$ cat src/rtl/uart_rx.sv
// 8N1 serial receiver: 16x oversampling with its own baud tick generator.
// Emits each good byte with a one-cycle done strobe, and a one-cycle frame-error strobe when the stop bit is low.
module uart_rx #(
  parameter int N_BITS       = 8,
  parameter int BAUD_DIVISOR = 163,
  parameter int N_BITS_DIV   = 8,
  parameter int N_OVERSAMPLE = 16,
  parameter int N_STOP_TICKS = 16
) (
  input  logic              i_clock,
  input  logic              i_reset,
  input  logic              i_rx,
  output logic [N_BITS-1:0] o_rx_data,
  output logic              o_rx_done,
  output logic              o_frame_error,
  output logic              o_busy
);

  localparam int NB_STATE = 2;
  localparam int NB_S     = $clog2(N_OVERSAMPLE);
  localparam int NB_N     = $clog2(N_BITS);

  localparam logic [N_BITS_DIV-1:0] TICK_LAST = N_BITS_DIV'(BAUD_DIVISOR - 1);
  localparam logic [NB_S-1:0]       S_MID     = NB_S'(N_OVERSAMPLE / 2 - 1);
  localparam logic [NB_S-1:0]       S_LAST    = NB_S'(N_OVERSAMPLE - 1);
  localparam logic [NB_S-1:0]       S_STOP    = NB_S'(N_STOP_TICKS - 1);
  localparam logic [NB_N-1:0]       N_LAST    = NB_N'(N_BITS - 1);

  typedef enum logic [NB_STATE-1:0] {
    IDLE  = 2'd0,
    START = 2'd1,
    DATA  = 2'd2,
    STOP  = 2'd3
  } state_t;

  state_t                  state_q, state_d;
  logic                    rx_meta_q, rx_s_q;
  logic [N_BITS_DIV-1:0]   tick_cnt_q, tick_cnt_d;
  logic [NB_S-1:0]         s_q, s_d;
  logic [NB_N-1:0]         n_q, n_d;
  logic [N_BITS-1:0]       shift_q, shift_d;
  logic [N_BITS-1:0]       data_q, data_d;
  logic                    done_q, done_d;
  logic                    ferr_q, ferr_d;
  logic                    tick;

  // Free-running divider; the tick is shared by all states so the FSM never sees a skipped or doubled tick.
  assign tick       = (tick_cnt_q == TICK_LAST);
  assign tick_cnt_d = tick ? '0 : tick_cnt_q + N_BITS_DIV'(1);

  always_comb begin
    state_d = state_q;
    s_d     = s_q;
    n_d     = n_q;
    shift_d = shift_q;
    data_d  = data_q;
    done_d  = 1'b0;
    ferr_d  = 1'b0;
    case (state_q)
      IDLE: begin
        if (!rx_s_q) begin
          state_d = START;
          s_d     = '0;
        end
      end
      START: begin
        if (tick) begin
          if (s_q == S_MID) begin
            if (!rx_s_q) begin
              state_d = DATA;
              s_d     = '0;
              n_d     = '0;
            end else begin
              state_d = IDLE;
            end
          end else begin
            s_d = s_q + NB_S'(1);
          end
        end
      end
      DATA: begin
        if (tick) begin
          if (s_q == S_LAST) begin
            shift_d = {rx_s_q, shift_q[N_BITS-1:1]};
            s_d     = '0;
            if (n_q == N_LAST) begin
              state_d = STOP;
            end else begin
              n_d = n_q + NB_N'(1);
            end
          end else begin
            s_d = s_q + NB_S'(1);
          end
        end
      end
      STOP: begin
        // Leaving at mid stop bit leaves half a bit to catch a back-to-back start edge.
        if (tick) begin
          if (s_q == S_STOP) begin
            state_d = IDLE;
            if (rx_s_q) begin
              data_d = shift_q;
              done_d = 1'b1;
            end else begin
              ferr_d = 1'b1;
            end
          end else begin
            s_d = s_q + NB_S'(1);
          end
        end
      end
      default: state_d = IDLE;
    endcase
  end

  always_ff @(posedge i_clock or posedge i_reset) begin
    if (i_reset) begin
      state_q    <= IDLE;
      rx_meta_q  <= 1'b1;
      rx_s_q     <= 1'b1;
      tick_cnt_q <= '0;
      s_q        <= '0;
      n_q        <= '0;
      shift_q    <= '0;
      data_q     <= '0;
      done_q     <= 1'b0;
      ferr_q     <= 1'b0;
    end else begin
      state_q    <= state_d;
      rx_meta_q  <= i_rx;
      rx_s_q     <= rx_meta_q;
      tick_cnt_q <= tick_cnt_d;
      s_q        <= s_d;
      n_q        <= n_d;
      shift_q    <= shift_d;
      data_q     <= data_d;
      done_q     <= done_d;
      ferr_q     <= ferr_d;
    end
  end

  assign o_rx_data     = data_q;
  assign o_rx_done     = done_q;
  assign o_frame_error = ferr_q;
  assign o_busy        = (state_q != IDLE);

endmodule

$ cat config.mk
export PLATFORM = sky130hd
export DESIGN_NAME = uart_rx
export DESIGN_NICKNAME = d
export VERILOG_FILES = /design/src/rtl/uart_rx.sv
export SDC_FILE = /design/constraint.sdc
export NUM_CORES = 1
export LEC_CHECK = 0
export ABC_CLOCK_PERIOD_IN_PS = 5050
export BUFFER_PORTS_ARGS = -buffer_cell sky130_fd_sc_hd__clkbuf_2
export CAP_MARGIN = 10
export CORE_MARGIN = 2
export CORE_UTILIZATION = 55
export DETAILED_ROUTE_END_ITERATION = 8
export PLACE_DENSITY = 0.74
export SLEW_MARGIN = 20
export SYNTH_ARGS = -nofsm -noshare
export SYNTH_HDL_FRONTEND = slang
export SYNTH_SLANG_ARGS = --single-unit
$ cat constraint.sdc
create_clock -name i_clock -period 5.05 [get_ports i_clock]
set_input_delay 0.505 -clock i_clock [delete_from_list [all_inputs] [get_ports i_clock]]
set_output_delay 0.505 -clock i_clock [all_outputs]
set_load 0.005 [all_outputs]
==> results of run 1 <==
-- state kept, by name (all words and copies together) (netlist names), named ones only --
signal	flops
o_rx_data	8
shift_q	8
tick_cnt_q	8
s_q	4
n_q	3
o_frame_error	1
o_rx_done	1
rx_meta_q	1
rx_s_q	1
state_q	1
-- cell families after synthesis --
group | Yosys count | share of synthesized area (%)
simple gates | 49 | 16.2
flops | 37 | 53.2
mux | 21 | 13.5
compound gates | 18 | 7.39
buf+inv | 14 | 3.59
xor+xnor | 5 | 2.51
fa+ha+maj | 5 | 3.59
-- through the flow --
stage	utilization (%)	area, um2	std cells
after floorplan	-	1740	149
after global placement	60.6	1840	200
after detailed placement	60.6	1840	200
after CTS	63.3	1920	208
after global routing	63.3	1920	208
final	63.3	1920	208
-- cell type report --
class,count,share of cell area (%)
well taps,44,2.87
clock inverters,2,2.02
inverters,7,1.37
clock buffers,6,2.16
multi-input cells,98,39.3
flip-flops and latches,37,48.5
repair buffers,14,3.79
-- final timing paths --
path,from,to,cells after the start
worst min-delay path,i_reset,o_rx_data[7]$_DFFE_PP0P_,3
worst max register to register,tick_cnt_q[2]$_DFF_PP0_,shift_q[5]$_DFFE_PP0P_,4
min in group i_clock,i_rx,rx_meta_q$_DFF_PP1_,1
worst max-delay path,tick_cnt_q[2]$_DFF_PP0_,shift_q[5]$_DFFE_PP0P_,4
worst min register to register,rx_meta_q$_DFF_PP1_,rx_s_q$_DFF_PP1_,0
max in group asynchronous,i_reset,rx_s_q$_DFF_PP1_,3
-- per-layer routing --
metal  track usage (%)  part of all wire (%)
met1              26.3                    48
met2              29.8                    46
met3              6.93                   4.2
met4              8.89                   2.0
met5                 0                     0
-- report_power, final --
part | internal [uW] | switching [uW]
combinational | 1.63 | 5.89
clock | 105 | 96.3
sequential | 298 | 1.23
-- tightest hold or removal path: cells and delay by family --
kind | cells | cell delay (ns)
buffers and inverters | 3 | 0.51
-- cells in the final DEF, fill, tap and decap left out, types with 2 or more instances in the layout --
cell / count
mux2_2: 20
inv_1: 7
nor3b_1: 2
nand4_1: 2
nor2b_1: 3
nor2_1: 11
nor4_1: 2
and2_1: 2
clkbuf_4: 5
a31oi_1: 2
nor3_1: 3
a211o_1: 2
dfstp_2: 2
clkbuf_2: 13
o21ai_0: 5
dfrtp_1: 35
nand2_1: 6
and3_1: 3
ha_1: 5
a21oi_1: 2
nand3_1: 4
xnor2_1: 5
==> results.tsv, run 1 <==
metric	value	unit
leakage	0.000956	uW
ys_top_cells_by_area	dfrtp_1 (50%), mux2_2 (13%), ha_1 (3.6%)	
ctsHoldBuffers	0	
regToRegSetupSlack	2.86	ns
clock_latency	0.34	ns
clock-sinks	37	
hpwl	2010	um
ys_dominant_reg_cell	dfrtp_1	
synth.distinct_cells	43	
crit_fanout	8	
grt-ovfl-total	0	
vias	1135	
vdd_drop_max	0.000207	V
cts_buffer_depth	2	
fillCellCount	227	
syn_to_final_growth	9.83	%
setup_viol	0	
root_buffer	clkbuf_4	
drc	0	
slew_headroom	69.3	%
fin_worst_skew	0.00778	ns
die_area	3640	um2
hold_class	primary input to async pin	
critPathKind	flip-flop to flip-flop	
cts_buffers	5	
critPathRequiredTime	5.29	ns
viasPerCell	5.46	
period_share	43.4	%
pre_cts_slack	2.88	ns
grt_pass1_wl	5220	um
power.total	508	uW
setup-tns-final	0	ns
synth_fp_nets	157	
worstMarginPinSlew	0.456	ns
groute.usage.overall	19.9	%
htree_num_levels	2	
gp_congestion	0.743	
rsz0062_at_grt	no	
hold_violations	0	
synth_common_cells	dfrtp_1 (35), mux2_2 (20), nor2_1 (11), inv_1 (7), nand2_1 (6)	
path_buf_inv	0	
cts_tree	yes	
syn_area	1740	um2
yosysTopAreaCell	dfrtp_1	
layout.area.seq	928	um2
die_h	60.3	um
layout_min_cycle_time	2.19	ns
critPathTopFamily	simple AND/OR/NAND/NOR gates	
drt_wl_total	2890	um
seq_area_frac_synth	53.2	%
clock.fmax	457	MHz
synth_top_area_share	50.2	%
num_io_pins	14	
ys_ff_latch	37	
crit_chain	or3_4 > or2_1 > nor3_4 > mux2_2	
crit_path_end_kind	flip-flop	
postCtsSetupBuffers	0	
synth_warnings	0	
netlist_instances	149	
avgSynthCellArea	11.7	um2
core	3030	um2
slowest_delay	0.46	ns
drt_first_pass_iters	4	
drv_slew	0	
grt_max_degree	38	
cts.clk_slew.worst_paths	0.11	ns
die_x	60.3	um
fin_ws	2.86	ns
crit_path_top_delay_cell	nor3_4	
synth_most_common_cell	dfrtp_1	
multi_input_area	753	um2
num-nets-final	171	
antenna_found_initial	0	
n_antenna_cell	0	
io_buffers	13	
synth_edf_count	0	
rows	20	
postCtsResizedCells	0	
start_kind	flip-flop	
timing.hold.ws	0.225	ns
async_flop_share	100	%
post_drt_wl_per_cell	13.9	um
final_antenna_net_count	0	
drive_above_1_share	29.9	%
cp_data_arrival_time	2.42	ns
drtIter0Drc	37	
status	finished clean	
floorplan.initialDensity	57.6	%
powerDensity	265	nW/um2
max_cap_viol_count	0	
grt_pass1_vias	1127	
Note: power is estimated with default switching activity, not from simulation.
==> inputs of run 2 (changes only) <==
--- a/config.mk
+++ b/config.mk
@@ -5,7 +5,7 @@
 export SDC_FILE = /design/constraint.sdc
 export NUM_CORES = 1
 export LEC_CHECK = 0
-export ABC_CLOCK_PERIOD_IN_PS = 5050
+export ABC_CLOCK_PERIOD_IN_PS = 2100
 export BUFFER_PORTS_ARGS = -buffer_cell sky130_fd_sc_hd__clkbuf_2
 export CAP_MARGIN = 10
 export CORE_MARGIN = 2
==> constraint.sdc (replaced) <==
create_clock -name i_clock -period 2.1 [get_ports i_clock]
set_input_delay 0.21 -clock i_clock [delete_from_list [all_inputs] [get_ports i_clock]]
set_output_delay 0.21 -clock i_clock [all_outputs]
set_load 0.005 [all_outputs]
==> results.tsv, run 2 (synthesis gave the netlist of run 1 again) <==
metric	value	unit	change
die_x	60.3	um	unchanged
viasPerCell	5.39		was 5.46
floorplan.initialDensity	57.6	%	unchanged
max_cap_viol_count	0		unchanged
grt_pass1_vias	1169		was 1127
gp_congestion	0.733		was 0.743
leakage	0.000977	uW	was 0.000956 uW
period_share	93.9	%	was 43.4%
rsz0062_at_grt	no		unchanged
status	finished clean		unchanged
drtIter0Drc	61		was 37
final_cell_mix	dfrtp_1 (35), mux2_2 (20), clkbuf_2 (13)		unchanged
drive_above_1_share	31.4	%	was 29.9%
cts_buffer_depth	2		unchanged
final_cell_area	1950	um2	was 1920 um2
hold_class	flip-flop to flip-flop		was primary input to async pin
hpwl	1990	um	was 2010 um
crit_fanout	8		unchanged
core	3030	um2	unchanged
layout_min_cycle_time	1.97	ns	was 2.19 ns
drv_slew	0		unchanged
postCtsSetupBuffers	0		unchanged
drc	0		unchanged
postPlaceCellArea	1860	um2	was 1840 um2
powerDensity	593	nW/um2	was 265 nW/um2
rows	20		unchanged
syn_to_final_growth	11.7	%	was 9.83%
setup_viol	0		unchanged
grtUsageMet1	23.5	%	was 26.3%
root_buffer	clkbuf_4		unchanged
grt_max_degree	38		unchanged
worstMarginPinSlew	0.473	ns	was 0.456 ns
hold_violations	0		unchanged
cts.clk_slew.worst_paths	0.11	ns	about the same
htree_num_levels	2		unchanged
critPathRequiredTime	2.32	ns	was 5.29 ns
io_buffers	13		unchanged
postCtsResizedCells	0		unchanged
use_met3	6.06	%	was 6.93%
drt_first_pass_iters	4		unchanged
vias	1148		was 1135
n_antenna_cell	0		unchanged
cts_tree	yes		unchanged
start_kind	flip-flop		unchanged
fin_worst_skew	0.00708	ns	was 0.00778 ns
mostFrequentLayoutCell	dfrtp_1		unchanged
die_area	3640	um2	unchanged
crit_path_end_kind	flip-flop		unchanged
final_antenna_net_count	0		unchanged
clock_latency	0.33	ns	was 0.34 ns
cts_buffers	5		unchanged
groute.usage.overall	19.0	%	was 19.9%
die_h	60.3	um	unchanged
clock.fmax	507	MHz	was 457 MHz
slew_headroom	68.1	%	was 69.3%
drt_wl_total	2820	um	was 2890 um
cp_data_arrival_time	2.20	ns	was 2.42 ns
post_drt_wl_per_cell	13.3	um	was 13.9 um
grt_pass1_wl	5050	um	was 5220 um
grt-ovfl-total	0		unchanged
num_io_pins	14		unchanged
antenna_found_initial	0		unchanged
regToRegSetupSlack	0.13	ns	was 2.86 ns
busiest_layer	met2		unchanged
num-nets-final	176		was 171
clock-sinks	37		unchanged
setup-tns-final	0	ns	unchanged
grtUsageMet2	31.4	%	was 29.8%
critPathKind	flip-flop to flip-flop		unchanged
vdd_drop_max	0.000574	V	was 0.000207 V
==> run 2: changes by cell type in the layout (fill, tap and decap cells not counted), sizes merged <==
cell	delta
clkbuf	+1
bufinv	-1
dlygate4sd3	+2
buf	+3
==> run 2: layer usage <==
| layer | vias to the layer above | wire [um] |
|---|---|---|
| met5 | - | 0 |
| met4 | 0 | 19 |
| met3 | 2 | 127 |
| met2 | 24 | 1360 |
| met1 | 558 | 1320 |
| li1 | 564 | - |
==> run 2: area by class of cell <==
type / count / area [um2]
Timing Repair Buffer: 19 / 115
Fill cell: 240 / 1080
Tap cell: 44 / 55.1
Sequential cell: 37 / 928
Multi-Input combinational cell: 98 / 753
Clock buffer: 7 / 65.1
Inverter: 7 / 26.3
Clock inverter: 1 / 5.00
==> run 2: power by group <==
group	switching [uW]	total, uW	leakage [uW]	internal (uW)
clock	222	416	0.0000413	194
combinational	14.6	20.9	0.000445	6.31
sequential	2.83	718	0.000491	716
==> run 2: timing repair <==
item | 4_1_cts | 5_1_grt
hold endpoints to repair | 36 | 0
hold buffers | 2 | 0
setup endpoints to repair | 0 | 8
==> run 2: worst paths after layout <==
kind / end / depth (start not counted) / from
min in group asynchronous: tick_cnt_q[3]$_DFF_PP0_ / 4 / i_reset
min reg2reg: rx_s_q$_DFF_PP1_ / 0 / rx_meta_q$_DFF_PP1_
max in group asynchronous: rx_meta_q$_DFF_PP1_ / 4 / i_reset
max reg2reg: shift_q[7]$_DFFE_PP0P_ / 4 / tick_cnt_q[2]$_DFF_PP0_
max: shift_q[7]$_DFFE_PP0P_ / 4 / tick_cnt_q[2]$_DFF_PP0_
min: rx_s_q$_DFF_PP1_ / 0 / rx_meta_q$_DFF_PP1_
==> run 2: worst max-delay path, cell delays in order (launching register included) <==
cell     delay, ns
dfrtp_1       0.44
or3_4         0.41
or2_1         0.29
nor3_4        0.34
mux2_2        0.38
==> run 2: stage by stage <==
| stage | instances | utilization, % | hold WS, ns | total power [uW] | setup WS [ns] |
|---|---|---|---|---|---|
| after global routing | 213 | 64.3 | 0.368 | 1190 | 0.0116 |
| after global placement | 203 | 61.4 | 0.299 | 751 | 0.117 |
| after detailed placement | 203 | 61.4 | 0.300 | 751 | 0.0737 |
| after CTS | 213 | 64.3 | 0.366 | 1170 | 0.0356 |
| after floorplan | 149 | - | 0.214 | 744 | 0.125 |
| final | 213 | 64.3 | 0.364 | 1160 | 0.127 |
